==> config.mk <==
export PLATFORM = sky130hd
export DESIGN_NAME = bank_mixer
export DESIGN_NICKNAME = d
export VERILOG_FILES = /design/src/rtl/bank_mixer.sv
export SDC_FILE = /design/constraint.sdc
export NUM_CORES = 1
export LEC_CHECK = 0
export CORE_MARGIN = 5
export CORE_UTILIZATION = 35
export DETAILED_ROUTE_END_ITERATION = 8
export PLACE_DENSITY = 0.59
export SLEW_MARGIN = 20
export SYNTH_ARGS = -nofsm -noshare
export SYNTH_HDL_FRONTEND = slang
export SYNTH_SLANG_ARGS = --single-unit
export TNS_END_PERCENT = 50
==> constraint.sdc <==
create_clock -name clk_100MHz -period 23.5 [get_ports clk_100MHz]
set_input_delay 7.05 -clock clk_100MHz [delete_from_list [all_inputs] [get_ports clk_100MHz]]
set_output_delay 7.05 -clock clk_100MHz [all_outputs]
set_load 0.005 [all_outputs]
==> src/rtl/bank_mixer.sv <==
// Per-bank sample capture and sequential saturating mixer feeding pwm_module.
// Sums all bank samples plus optional aux, one term per clock, then clamps.
module bank_mixer #(
    parameter int              NBANKS   = 8,
    parameter int              SAMPLE_W = 16,
    parameter int              PWM_W    = 11,
    parameter logic [SAMPLE_W-1:0] MIDSCALE = 16'h7FFF,
    localparam int             BW       = $clog2(NBANKS)
) (
    input  logic                clk_100MHz,
    input  logic                rst,
    input  logic                data_ready,
    input  logic [BW-1:0]       mem_bank,
    input  logic [SAMPLE_W-1:0] mem_dq_o,
    input  logic [NBANKS-1:0]   playing,
    input  logic [SAMPLE_W-1:0] aux_in,
    input  logic                aux_en,
    input  logic                mix_data,
    output logic [PWM_W-1:0]    pwm_level,
    output logic                pwm_valid,
    output logic                clip,
    output logic                overrun,
    output logic                busy
);

    localparam int IW    = $clog2(NBANKS + 1);
    localparam int ACC_W = SAMPLE_W + 5;
    localparam int SW    = SAMPLE_W + 1;
    localparam logic signed [ACC_W-1:0] MAXV = ACC_W'((2 ** (SAMPLE_W - 1)) - 1);
    localparam logic signed [ACC_W-1:0] MINV = -MAXV - 1;
    localparam logic [PWM_W-1:0] PWM_MID = PWM_W'(1) << (PWM_W - 1);

    typedef enum logic [1:0] {IDLE, ACC, SAT} state_t;

    state_t                   state_q, state_d;
    logic signed [SW-1:0]     ch_q     [NBANKS];
    logic signed [SW-1:0]     ch_d     [NBANKS];
    logic signed [SW-1:0]     shadow_q [NBANKS];
    logic signed [SW-1:0]     shadow_d [NBANKS];
    logic signed [SW-1:0]     shadow_aux_q, shadow_aux_d;
    logic signed [ACC_W-1:0]  acc_q, acc_d;
    logic [IW-1:0]            idx_q, idx_d;
    logic [PWM_W-1:0]         pwm_level_q, pwm_level_d;
    logic                     pwm_valid_q, pwm_valid_d;
    logic                     clip_q, clip_d;
    logic                     overrun_q, overrun_d;
    logic signed [SW-1:0]     term;
    logic signed [ACC_W-1:0]  clamped;
    logic [SAMPLE_W-1:0]      u;

    // Offset-binary to signed; the extra bit holds the full +/- range.
    function automatic logic signed [SW-1:0] to_signed(input logic [SAMPLE_W-1:0] s);
        return {1'b0, s} - {1'b0, MIDSCALE};
    endfunction

    always_comb begin
        for (int i = 0; i < NBANKS; i++) begin
            ch_d[i] = ch_q[i];
            if (!playing[i])
                ch_d[i] = '0;
            else if (data_ready && mem_bank == BW'(i))
                ch_d[i] = to_signed(mem_dq_o);
        end
    end

    always_comb begin
        state_d      = state_q;
        shadow_d     = shadow_q;
        shadow_aux_d = shadow_aux_q;
        acc_d        = acc_q;
        idx_d        = idx_q;
        pwm_level_d  = pwm_level_q;
        pwm_valid_d  = 1'b0;
        clip_d       = 1'b0;
        overrun_d    = mix_data && (state_q != IDLE);
        term         = (idx_q == IW'(NBANKS)) ? shadow_aux_q
                                              : shadow_q[idx_q[BW-1:0]];
        clamped      = acc_q;
        if (acc_q > MAXV)
            clamped = MAXV;
        else if (acc_q < MINV)
            clamped = MINV;
        u = clamped[SAMPLE_W-1:0] ^ {1'b1, {(SAMPLE_W-1){1'b0}}};
        unique case (state_q)
            IDLE: begin
                if (mix_data) begin
                    shadow_d     = ch_q;
                    shadow_aux_d = aux_en ? to_signed(aux_in) : '0;
                    acc_d        = '0;
                    idx_d        = '0;
                    state_d      = ACC;
                end
            end
            ACC: begin
                acc_d = acc_q + {{(ACC_W-SW){term[SW-1]}}, term};
                idx_d = idx_q + 1'b1;
                if (idx_q == IW'(NBANKS))
                    state_d = SAT;
            end
            SAT: begin
                pwm_level_d = u[SAMPLE_W-1 -: PWM_W];
                pwm_valid_d = 1'b1;
                clip_d      = (clamped != acc_q);
                state_d     = IDLE;
            end
            default: state_d = IDLE;
        endcase
    end

    always_ff @(posedge clk_100MHz or posedge rst) begin
        if (rst) begin
            state_q      <= IDLE;
            shadow_aux_q <= '0;
            acc_q        <= '0;
            idx_q        <= '0;
            pwm_level_q  <= PWM_MID;
            pwm_valid_q  <= 1'b0;
            clip_q       <= 1'b0;
            overrun_q    <= 1'b0;
            for (int i = 0; i < NBANKS; i++) begin
                ch_q[i]     <= '0;
                shadow_q[i] <= '0;
            end
        end else begin
            state_q      <= state_d;
            shadow_aux_q <= shadow_aux_d;
            acc_q        <= acc_d;
            idx_q        <= idx_d;
            pwm_level_q  <= pwm_level_d;
            pwm_valid_q  <= pwm_valid_d;
            clip_q       <= clip_d;
            overrun_q    <= overrun_d;
            for (int i = 0; i < NBANKS; i++) begin
                ch_q[i]     <= ch_d[i];
                shadow_q[i] <= shadow_d[i];
            end
        end
    end

    assign pwm_level = pwm_level_q;
    assign pwm_valid = pwm_valid_q;
    assign clip      = clip_q;
    assign overrun   = overrun_q;
    assign busy      = (state_q != IDLE);

endmodule

Yosys cells after proc, flatten, opt, wreduce, memory -nomap -nowiden:

Cells that the tools add are included.

* register bits after elaboration: 330
* output and inout bits: 15

* add/sub/neg operators: 4
* order comparisons: 3
* equal/unequal tests: 21
* mux-type cells: 32
* bitwise operators: 2
* reductions and logical operators: 16

Operators with widths (count)
* 17-bit two-way mux: 20
* 21-bit two-way mux: 3
* 17-bit binary-select mux with 3-bit select: 1
* 21-bit case mux with 2 select lines: 1
* 16-bit by 15-bit subtractor with 17-bit output, second input constant: 2
* 21-bit adder: 1
* 21-bit by 16-bit > comparator with 1-bit output, second input constant: 1
* 21-bit by 16-bit < comparator with 1-bit output, second input constant: 1
* 21-bit != test: 1
* 2-bit by 1-bit != test with 1-bit output, second input constant: 8
* 3-bit equality test, second input constant: 4
* 1-bit logical AND: 9
* 4-bit case mux with 2 select lines: 1
* 3-bit by 2-bit equality test with 1-bit output, second input constant: 2
* 2-bit AND reduction: 3
* 4-bit by 1-bit adder with 4-bit output, second input constant: 1
* 4-bit equality test, second input constant: 1
* 4-bit >= comparator, second input constant: 1
* 2-bit two-way mux: 2
* 4-bit two-way mux: 1
* 2-bit != test, second input constant: 2
* 3-bit inverter with 4-bit output: 1
* 2-bit case mux with 2 select lines: 1
* 2-bit nonzero test: 2
* 7 further kinds: 8

Longest topological paths before layout:

* depth after elaboration: 7
* depth in mapped cells: 18
* mapped depth without buffers: 16

Worst setup path after synthesis:

OpenSTA, ideal clock, no wires.

* path kind: in2reg
* start: input mem_dq_o[0]
* end: register ch_q[132] (netlist name)
* library setup time: 120 ps
* arrival time: 8457 ps
* path slack: 14923 ps
* stages: 8
* path buffers: 1
* path through: clkbuf_1 and3_1 and3_1 nand4_1 nor2_1 xnor2_1 nand2_1 o211a_1

* word-level cells in the longest chain between the ends: 3

RTL lines
* from (decl): line 14 `input logic [SAMPLE_W-1:0] mem_dq_o,`
* 16-bit by 15-bit subtractor with 17-bit output: line 53 `return {1'b0, s} - {1'b0, MIDSCALE};`
* 17-bit two-way mux: line 61 `else if (data_ready && mem_bank == BW'(i))`
* 17-bit two-way mux: line 59 `if (!playing[i])`
* to (signal, indexed assignment): line 134 `ch_q[i] <= ch_d[i];`
* to (decl): line 36 `logic signed [SW-1:0] ch_q [NBANKS];`

No other way between the ends. The select of a mux whose other input is x is not followed.
A chain may end at the register's enable or synchronous reset.

Final worst setup path:

* start: input mix_data
* end: register acc_q[20]

* word-level cells in the longest chain between the ends: 2

RTL lines
* from (decl): line 18 `input logic mix_data,`
* 2-bit != test (no line)
* 2-bit AND reduction (no line)
* to (signal assigned): line 114 `acc_q <= '0;`
* to (signal assigned): line 127 `acc_q <= acc_d;`
* to (decl): line 41 `logic signed [ACC_W-1:0] acc_q, acc_d;`

No other way between the ends.

==> metrics.log <==
[metrics] R2R depth: 16
[metrics] maximum single-stage delay on the critical path: 0.77 ns
[metrics] antenna violations before repair: 1
[metrics] placed insts: 2152
[metrics] count of state elements after synthesis: 330
[metrics] number of levels in the clock H-tree: 2
[metrics] total setup buffers inserted after CTS: 0
[metrics] largest clock skew in the final design: 0.01078 ns
[metrics] hold buffer count at CTS: 0
[metrics] min-delay src: pwm_level[10]$_DFFE_PP1P_
[metrics] maximum number of pins on one net before global-route repair: 134
[metrics] Worst Max-Slew Pin Slew: 1.120 ns
[metrics] Critical Path AT: 9.94 ns
[metrics] syn_nets: 1655
[metrics] post-synth design cell area: 15540 µm²
[metrics] Buffers on Ports: 62
[metrics] type of origin of the critical path: input pin
[metrics] number of DRC markers after the initial detailed-route iteration: 762
[metrics] most numerous cell in the Yosys netlist: sky130_fd_sc_hd__nand2_1
[metrics] sequential fraction of the synthesis area: 0.5314
[metrics] number of standard cells in the final layout excluding fillers: 2217
[metrics] clk sinks: 330
[metrics] number of nets in the layout: 1674
[metrics] final standard cell utilization of the core: 0.4070
[metrics] most used flip-flop cell after synthesis: sky130_fd_sc_hd__dfrtp_1
[metrics] worst hold path stage count: 2
[metrics] maximum fanout along the worst path: 78
[metrics] TritonCTS clock tree: built
[metrics] final hold violation count: 0
[metrics] number of rows in the core area: 77
[metrics] initial core utilization: 0.3530
[metrics] global-route usage over all layers: 0.1696
[metrics] number of synthesized flops with an enable pin: 0
[metrics] antenna diode instance count: 0
[metrics] global route overflow: 0
[metrics] number of setup violations in the final report: 0
[metrics] leading post-synthesis cells by cell area: sky130_fd_sc_hd__dfrtp_1, sky130_fd_sc_hd__nand2_1, sky130_fd_sc_hd__o211a_1
[metrics] type of the tightest min-delay check: register to register
[metrics] Mapped Avg Cell Area: 9.830 µm²
[metrics] buffering stage count on the worst path with inverters included: 2
[metrics] share of synthesized flip-flops with an asynchronous set or reset: 1.000
[metrics] Fmax achieved: 105.1 MHz
[metrics] Worst-path clk slew: 0.06 ns
[metrics] total clock buffers created by CTS: 38
[metrics] number of max-slew violations in the final report: 0
[metrics] reg-to-reg critical path startpoint: idx_q[0]$_DFFE_PP0P_
[metrics] setup slack of the most critical reg-to-reg path: 18.97 ns
[metrics] Post-CTS Resized: 0
[metrics] Die Y: 220.7 µm
[metrics] critical setup path kind: input pin to register
[metrics] Largest delay share family, worst path: buffers and inverters
[metrics] unrepaired setup endpoints after global routing: false
[metrics] worst-case hold path end point: pwm_level[10]$_DFFE_PP1P_
[metrics] Netlist cell types: 53
[metrics] Yosys top cell area share: 0.5297
[metrics] run status: complete, no violations
[metrics] post-route cell area: 17920 µm²
[metrics] Leak: 0.009705 µW
[metrics] Tcrit/Tclk final: 0.4050
[metrics] Slew HR: 0.2510
[metrics] fraction of layout cells with a size suffix above 1: 0.07754
[metrics] top cells by instance count after synthesis: sky130_fd_sc_hd__nand2_1, sky130_fd_sc_hd__dfrtp_1, sky130_fd_sc_hd__o211a_1, sky130_fd_sc_hd__clkbuf_1, sky130_fd_sc_hd__o21ai_0
[metrics] Final HPWL DP: 24850 µm
[metrics] Yosys top cell by area: sky130_fd_sc_hd__dfrtp_1
[metrics] power density over the cells: 100.7 nW/µm²
[metrics] final antenna-violating net count: 0
[metrics] Final Wtd Congestion: 0.7967
[metrics] minimum clock period after layout: 9.517 ns
[metrics] wire length of the first global-routing pass: 64650 µm
[metrics] cell with the largest stage delay on the worst path: sky130_fd_sc_hd__and2_4
[metrics] Worst Setup End Kind: register
[metrics] area delta synth->final: 15.31%
[metrics] vias in the first global route: 11220
[metrics] worst endpoint required time: 23.92 ns
[metrics] vias per cell: 5.151
[metrics] total length of routed wires: 40670 µm
[metrics] Cell Chain, Critical Path: clkdlybuf4s50_1 -> and2_4 -> buf_4 -> o21ai_0 -> a21oi_1 -> a21oi_1 -> a31oi_1 -> o21ai_1
[metrics] clock root buffer master: sky130_fd_sc_hd__clkbuf_16
[metrics] worst-skew pair later-pin latency: 0.53 ns
[metrics] placed cell areas: 16710 µm²
[metrics] average wire per cell in the routed design: 18.34 µm
[metrics] maximum resistive drop on vdd: 0.00004722 V
[metrics] number of DRC violations after detailed routing: 0
[metrics] Critical R2R Capture: acc_q[18]$_DFFE_PP0P_
[metrics] Max Root-Sink Buffers: 3
[metrics] area of the die: 48720 µm²
[metrics] area of the placeable core: 44030 µm²
[metrics] Top cell by count, worst path: sky130_fd_sc_hd__a21oi_1
[metrics] Die X-Extent: 220.7 µm
[metrics] synthesized netlist cell count: 1581
[metrics] Max Cap Violations: 0
[metrics] vias after detailed routing: 11420
[metrics] sum of negative setup slack: 0 ns
[metrics] total I/O pin count: 63
[metrics] number of detailed-routing iterations run before antenna repair: 7
[metrics] Warnings, synthesis: 0
==> layer usage <==
layer  GRT usage  up-vias  wire length [µm]
met3     0.03571       59              2722
met5           0        -                 0
met4     0.04507        0               988
met1      0.2478     5661             18840
li1            -     5406                 -
met2      0.2583      293             18110
==> cells in the final DEF, fill, tap and decap left out, types with 3 or more instances in the layout <==
| cell type | Yosys | layout |
|---|---|---|
| sky130_fd_sc_hd__ha_1 | 25 | 25 |
| sky130_fd_sc_hd__mux2i_1 | 40 | 40 |
| sky130_fd_sc_hd__dfrtp_1 | 329 | 328 |
| sky130_fd_sc_hd__nor4_1 | 5 | 5 |
| sky130_fd_sc_hd__o21ai_1 | 3 | 3 |
| sky130_fd_sc_hd__nand2_1 | 593 | 592 |
| sky130_fd_sc_hd__clkdlybuf4s50_1 | 0 | 62 |
| sky130_fd_sc_hd__clkinv_2 | 0 | 5 |
| sky130_fd_sc_hd__o211a_1 | 112 | 112 |
| sky130_fd_sc_hd__a21o_1 | 9 | 9 |
| sky130_fd_sc_hd__nand3_1 | 42 | 42 |
| sky130_fd_sc_hd__nand2b_1 | 8 | 8 |
| sky130_fd_sc_hd__nor3_1 | 12 | 10 |
| sky130_fd_sc_hd__clkbuf_16 | 0 | 38 |
| sky130_fd_sc_hd__o21ai_0 | 67 | 67 |
| sky130_fd_sc_hd__a31oi_1 | 4 | 4 |
| sky130_fd_sc_hd__nor2_1 | 30 | 24 |
| sky130_fd_sc_hd__xnor2_1 | 24 | 24 |
| sky130_fd_sc_hd__and3_1 | 8 | 8 |
| sky130_fd_sc_hd__xor2_1 | 21 | 21 |
| sky130_fd_sc_hd__mux4_2 | 34 | 34 |
| sky130_fd_sc_hd__clkbuf_1 | 85 | 9 |
| sky130_fd_sc_hd__nor2b_1 | 30 | 30 |
| sky130_fd_sc_hd__o21bai_1 | 3 | 3 |
| sky130_fd_sc_hd__a21oi_1 | 28 | 28 |
| sky130_fd_sc_hd__inv_1 | 16 | 15 |
| sky130_fd_sc_hd__nor2_2 | 0 | 4 |
| sky130_fd_sc_hd__buf_4 | 1 | 16 |
| sky130_fd_sc_hd__nand4_1 | 7 | 7 |
| sky130_fd_sc_hd__clkbuf_8 | 0 | 7 |
==> logic make-up after synthesis <==
| kind of cell | Yosys count | share of synthesized area |
|---|---|---|
| xor+xnor | 45 | 0.02536 |
| fa+ha+maj | 26 | 0.02142 |
| buf+inv | 118 | 0.02890 |
| simple gates | 743 | 0.1952 |
| mux | 74 | 0.07503 |
| flops | 330 | 0.5314 |
| compound gates | 245 | 0.1227 |
==> worst max-delay path by stage <==
stage / startpoint / cells after the start / endpoint / slack [ns]
2_1_floorplan: rst / 1 / acc_q[0]$_DFFE_PP0P_ / 7.31
3_3_place_gp: mix_data / 8 / acc_q[20]$_DFFE_PP0P_ / 13.34
3_5_place_dp: rst / 4 / ch_q[105]$_DFFE_PP0P_ / 13.37
4_1_cts: rst / 4 / shadow_q[69]$_DFFE_PP0P_ / 13.93
5_1_grt: mix_data / 8 / acc_q[20]$_DFFE_PP0P_ / 13.76
6_report: mix_data / 8 / acc_q[20]$_DFFE_PP0P_ / 13.98
==> worst min-delay path, cell delays in order (launching register included) <==
cell	delay [ns]
sky130_fd_sc_hd__dfstp_2	0.36
sky130_fd_sc_hd__nand2_1	0.04
sky130_fd_sc_hd__nand2_1	0.04
==> power breakdown <==
group | leakage, µW | internal (µW) | switching (µW) | total (µW)
registers | 0.00449 | 662 | 60.5 | 722
clock network | 0.000593 | 342 | 233 | 576
logic | 0.00462 | 198 | 309 | 508
total | 0.00971 | 1200 | 603 | 1810
==> per-stage QoR <==
| step | setup slack, ns | total power [µW] | hold WS, ns |
|---|---|---|---|
| floorplan | 7.312 | 1082 | 0.4316 |
| global placement | 13.34 | 1231 | 0.4468 |
| detailed placement | 13.37 | 1244 | 0.4443 |
| CTS | 13.93 | 1824 | 0.4524 |
| global route | 13.76 | 1918 | 0.4762 |
| finish | 13.98 | 1806 | 0.4484 |
==> state kept, by name, summed over array words and instances (netlist names), 2 cells and up <==
name and count:
ch_q 136, pwm_level 11, acc_q 21, shadow_q 136
shadow_aux_q 17, state_q 2, idx_q 4
==> cell type report <==
cell class	instances	area (µm²)
clock buffers	54	1081
clock inverters	11	126.4
fillers	4285	26110
inverters	17	71.32
multi-input cells	1133	6878
flip-flops and latches	330	8260
well taps	592	740.7
repair buffers	80	763.2
Power figures use the tool's default switching activity.
